### config.mk
export PLATFORM = sky130hd
export DESIGN_NAME = spi_s2p_deserializer
export DESIGN_NICKNAME = d
export VERILOG_FILES = /design/src/rtl/spi_pkg.sv /design/src/rtl/spi_s2p_deserializer_s2p_lane.sv /design/src/rtl/spi_s2p_deserializer.sv
export SDC_FILE = /design/constraint.sdc
export NUM_CORES = 1
export LEC_CHECK = 0
export CELL_PAD_IN_SITES_DETAIL_PLACEMENT = 2
export CELL_PAD_IN_SITES_GLOBAL_PLACEMENT = 2
export CORE_UTILIZATION = 34
export DETAILED_ROUTE_END_ITERATION = 7
export GPL_TIMING_DRIVEN = 0
export PLACE_DENSITY_LB_ADDON = 0.25
export SYNTH_ARGS = -nofsm -noshare
export SYNTH_HDL_FRONTEND = slang
export SYNTH_HIERARCHICAL = 1
export SYNTH_SLANG_ARGS = --single-unit
### constraint.sdc
create_clock -name clk -period 2 [get_ports clk]
set_input_delay 0.6 -clock clk [delete_from_list [all_inputs] [get_ports clk]]
set_output_delay 0.6 -clock clk [all_outputs]
set_load 0.03 [all_outputs]
### src/rtl/spi_pkg.sv
// Shared constants for the SPI serial-to-parallel deserializer family.
package spi_pkg;

  // Word length used when the instantiating design does not override it
  localparam int DEFAULT_WL = 96;

  // Largest number of MOSI lanes a single deserializer supports
  localparam int MAX_LANES = 8;

  // Bit-order selectors for the lane shift registers
  localparam bit MSB_FIRST_C = 1'b1;
  localparam bit LSB_FIRST_C = 1'b0;

endpackage

### src/rtl/spi_s2p_deserializer_s2p_lane.sv
// One serial lane: a WL-bit shift register with strobe, clear and bit order.
// cand_o is the register value after the current strobe, which lets the top
// capture a finished word, including its last bit, on the same edge.
module s2p_lane
  import spi_pkg::*;
#(
  parameter int WL        = DEFAULT_WL,
  parameter bit MSB_FIRST = MSB_FIRST_C
) (
  input  logic          clk,
  input  logic          iRST_n,
  input  logic          shift_i,
  input  logic          clear_i,
  input  logic          bit_i,
  output logic [WL-1:0] cand_o
);

  logic [WL-1:0] sr_q;
  logic [WL-1:0] sr_d;
  logic [WL-1:0] shifted;

  // Shifted value and next-state selection: clear beats a shift strobe
  always_comb begin
    shifted = (MSB_FIRST == MSB_FIRST_C) ? {sr_q[WL-2:0], bit_i}
                                         : {bit_i, sr_q[WL-1:1]};
    sr_d = sr_q;
    if (clear_i)
      sr_d = '0;
    else if (shift_i)
      sr_d = shifted;
  end

  // Shift register state with synchronous active-low reset
  always_ff @(posedge clk) begin
    if (!iRST_n)
      sr_q <= '0;
    else
      sr_q <= sr_d;
  end

  assign cand_o = shifted;

endmodule

### src/rtl/spi_s2p_deserializer.sv
// Multi-lane SPI serial-to-parallel deserializer. Counts bits per word,
// moves completed words into a valid/ready holding register and reports
// dropped words (overrun) and frames closed mid-word (frag).
module spi_s2p_deserializer
  import spi_pkg::*;
#(
  parameter int WL        = DEFAULT_WL,
  parameter int LANES     = 1,
  parameter bit MSB_FIRST = MSB_FIRST_C,
  localparam int CNT_W    = $clog2(WL)
) (
  input  logic                  clk,
  input  logic                  iRST_n,
  input  logic [LANES-1:0]      in,
  input  logic                  en,
  input  logic                  frame,
  output logic [WL*LANES-1:0]   out,
  output logic                  out_valid,
  input  logic                  out_ready,
  output logic                  overrun,
  input  logic                  ovr_clr,
  output logic                  frag,
  output logic [CNT_W-1:0]      bit_cnt
);

  localparam logic [CNT_W-1:0] LAST_BIT = CNT_W'(WL - 1);

  logic                shift;
  logic                clear;
  logic                wordDone;
  logic                consume;
  logic [WL*LANES-1:0] cand;

  logic [CNT_W-1:0]    bit_cnt_q, bit_cnt_d;
  logic [WL*LANES-1:0] out_q, out_d;
  logic                out_valid_q, out_valid_d;
  logic                overrun_q, overrun_d;
  logic                frag_q, frag_d;

  assign shift    = frame & en;
  assign clear    = ~frame;
  assign wordDone = shift && (bit_cnt_q == LAST_BIT);
  assign consume  = out_valid_q & out_ready;

  // One shift register per lane, all strobed and cleared together
  for (genvar k = 0; k < LANES; k++) begin : g_lane
    s2p_lane #(
      .WL        (WL),
      .MSB_FIRST (MSB_FIRST)
    ) u_lane (
      .clk     (clk),
      .iRST_n  (iRST_n),
      .shift_i (shift),
      .clear_i (clear),
      .bit_i   (in[k]),
      .cand_o  (cand[k*WL +: WL])
    );
  end

  // Bit counter, holding register, handshake and error flag next-state logic
  always_comb begin
    bit_cnt_d   = bit_cnt_q;
    out_d       = out_q;
    out_valid_d = out_valid_q;
    overrun_d   = overrun_q;
    frag_d      = 1'b0;

    if (!frame) begin
      bit_cnt_d = '0;
      frag_d    = (bit_cnt_q != '0);
    end else if (en) begin
      bit_cnt_d = (bit_cnt_q == LAST_BIT) ? '0 : bit_cnt_q + CNT_W'(1);
    end

    if (consume)
      out_valid_d = 1'b0;

    if (ovr_clr)
      overrun_d = 1'b0;

    if (wordDone) begin
      if (!out_valid_q || out_ready) begin
        out_d       = cand;
        out_valid_d = 1'b1;
      end else begin
        overrun_d = 1'b1;
      end
    end
  end

  // Registered state; reset takes priority over every other input
  always_ff @(posedge clk) begin
    if (!iRST_n) begin
      bit_cnt_q   <= '0;
      out_q       <= '0;
      out_valid_q <= 1'b0;
      overrun_q   <= 1'b0;
      frag_q      <= 1'b0;
    end else begin
      bit_cnt_q   <= bit_cnt_d;
      out_q       <= out_d;
      out_valid_q <= out_valid_d;
      overrun_q   <= overrun_d;
      frag_q      <= frag_d;
    end
  end

  assign out       = out_q;
  assign out_valid = out_valid_q;
  assign overrun   = overrun_q;
  assign frag      = frag_q;
  assign bit_cnt   = bit_cnt_q;

endmodule

==> flow_summary.ini <==
[status]
outcome = finished, final reports clean

[finish]
drive_gt1_share_pct = 11.3
fin_area_um2 = 10200
layout_commonest_cell = dfxtp_1
final_cell_mix = dfxtp_1, a21oi_1, dlygate4sd2_1
antenna_cells = 0
syn_to_final_growth_pct = 26.8
fin_nets = 975

[die]
die_x_um = 155
fp.dieH_um = 155
core_um2 = 22800
ios = 113
dieArea_um2 = 24200
initial_utilization_pct = 35.1
fp-row-count = 55

[global_routing]
grt_usage_pct = 20.8
grt_pass1_vias = 7517
antenna_found_initial = 0
grt_first_pass_wirelength_mm = 40.6
grt-ovfl-total = 0
grt_max_degree = 20

[critical_path]
path_max_fanout = 7
path_delay_family = buffers and inverters
timing.critical_path.buf_inv = 1
worstPathCellList = dlygate4sd2_1
critPathLaunchType = register
required_ns = 1.40
critPathSlowestCell = dlygate4sd2_1
cp_slowest_stage_delay_ns = 0.43
crit_type = reg2out
worstRegToRegCells = 7
r2r_end = out[59]
rrSetupSlack_ns = 0.10
cp.depth = 1
cp.arrival_ns = 1.35
endpoint_kind = output port
reg2reg_from = bit_cnt[0]

[sta]
hold_violations = 0
worst_pin_slew_ns = 0.611
relSlewSlack_pct = 59.2
holdWs_ns = 0.451
setup_viol = 0
max_freq_mhz = 512
fin_tns_setup_ns = 0
slew_violations = 0
finalClockSkew_ns = 0.0109
post-route-period-util_pct = 97.6
post-route-min-period_ns = 1.95

[cts]
cts_root_buf = clkbuf_16
htreeDepth = 1
cts.clk_slew.worst_paths_ns = 0.06
cts_tree = yes
clk_latency_ns = 0.50
cts.sinks = 201
clockBufferDepth = 3
numCtsBuffers = 23

[synth]
avgSynthCellArea_um2 = 9.66
ys_warn_count = 6
syn-instance-count = 829
syn_area_um2 = 8010
ys_types = 30
syn_nets = 838
ys_seq_elements = 201
synth-seq-area-share_pct = 50.2

[hold_path]
min_to = frag
min_from = frame
hold_depth = 2
hp-class = in2reg

[placed_design]
place.gp.congestion = 0.736
place_area_um2 = 9520
dpl.hpwl_mm = 16.7
portBuffers = 112

[power_and_ir_drop]
irDropWorstVdd_mv = 0.391
power_mw = 8.25
p_per_area_nw_per_um2 = 812
p_leak_nw = 3.88

[drt]
finalWirelength_mm = 24.9
num_vias = 6913
drc = 0
ant_nets = 0
vias_per_cell = 5.35
dr.pass1.iters = 4
wl_per_cell_um = 19.3
drt-initial-drc-count = 252

[flow_run]
maxCapViolCount = 0
## logic make-up (layout without fill, tap and decap cells)
family	count (synthesis)	after routing	share of synthesized area [%]
XOR/XNOR	2	2	0.219
multiplexers	95	95	11.9
AND/OR/NAND/NOR	219	219	14.1
adder cells (fa/ha/maj)	2	2	0.312
flip-flops	201	201	50.2
AO/OA/AOI/OAI	205	205	16.0
buffers and inverters	105	254	7.22
## sequential cells by signal, summed over array words and instances, names as in the netlist
name,cells
out,96
g_lane.u_lane/sr_q,95
bit_cnt,7
frag,1
out_valid,1
overrun,1
## layer usage
layer / vias up / routed length (um) / track usage (%)
li1: 3325 / - / -
met1: 3432 / 11300 / 26.8
met2: 113 / 12300 / 36.9
met3: 43 / 742 / 2.59
met4: 0 / 524 / 5.09
met5: - / 0 / 0
## worst max-delay path by stage
stage,startpoint,endpoint,slack [ns]
detailed placement,frame,out[45],-0.83
global route,bit_cnt[0],out[35],-0.01
global placement,frame,out[66],-0.81
floorplan,bit_cnt[1],out[35],0.18
finish,bit_cnt[5],bit_cnt[5],0.05
CTS,bit_cnt[3],bit_cnt[3],0.01
## synthesized netlist by cell type
library cell,number,share of area [%]
a21oi_1,103,6.4
nand4_1,99,7.7
and4_1,2,0.22
a311oi_1,1,0.11
xor2_1,1,0.11
o21ai_0,2,0.12
buf_8,6,1.1
xnor2_1,1,0.11
nand2_1,4,0.19
nand3_1,2,0.12
mux2i_1,95,12
nor2_1,98,4.6
or2_2,1,0.078
nand2b_1,6,0.47
o31ai_1,96,9.0
buf_6,1,0.14
buf_2,39,2.4
and2_1,1,0.078
nor2b_1,1,0.078
o311ai_0,3,0.33
nor4_1,1,0.078
buf_4,16,1.5
and4b_1,1,0.12
inv_2,1,0.047
dfxtp_1,201,50
nand4b_2,1,0.19
or4_1,2,0.19
clkbuf_1,37,1.7
ha_1,2,0.31
inv_1,5,0.23
## where the power goes
group	internal [mW]	switching [mW]	total, mW	leakage [nW]
clock network	2.37	1.63	4.00	0.348
registers	4.01	0.00292	4.01	1.62
logic	0.0880	0.148	0.236	1.91
total	6.46	1.78	8.25	3.88
## layout make-up
cell class | count | area (um2)
fill | 2561 | 12700
sequential | 201 | 4030
multi-input combinational | 523 | 3450
timing repair buffer | 114 | 1010
clock buffer | 32 | 649
buffer | 97 | 559
tap | 313 | 392
clock inverter | 5 | 50.0
inverter | 6 | 22.5
## through the flow
stage / instances / setup WS [ns] / utilization (%)
after global placement: 1254 / -0.812 / 41.7
after detailed placement: 1254 / -0.834 / 41.7
after global routing: 1291 / -0.0117 / 44.5
after floorplan: 829 / 0.184 / -
final: 1291 / 0.0481 / 44.5
after CTS: 1291 / 0.0113 / 44.3
## timing repair
action | in CTS | in global routing
pin swaps | 1 | 0
gates resized for setup | 112 | 21
setup endpoints to repair | 202 | 113
buffers inserted | 2 | 0
hold buffers | 0 | 0
cloned | 0 | 0
(Power assumes the default switching activity.)
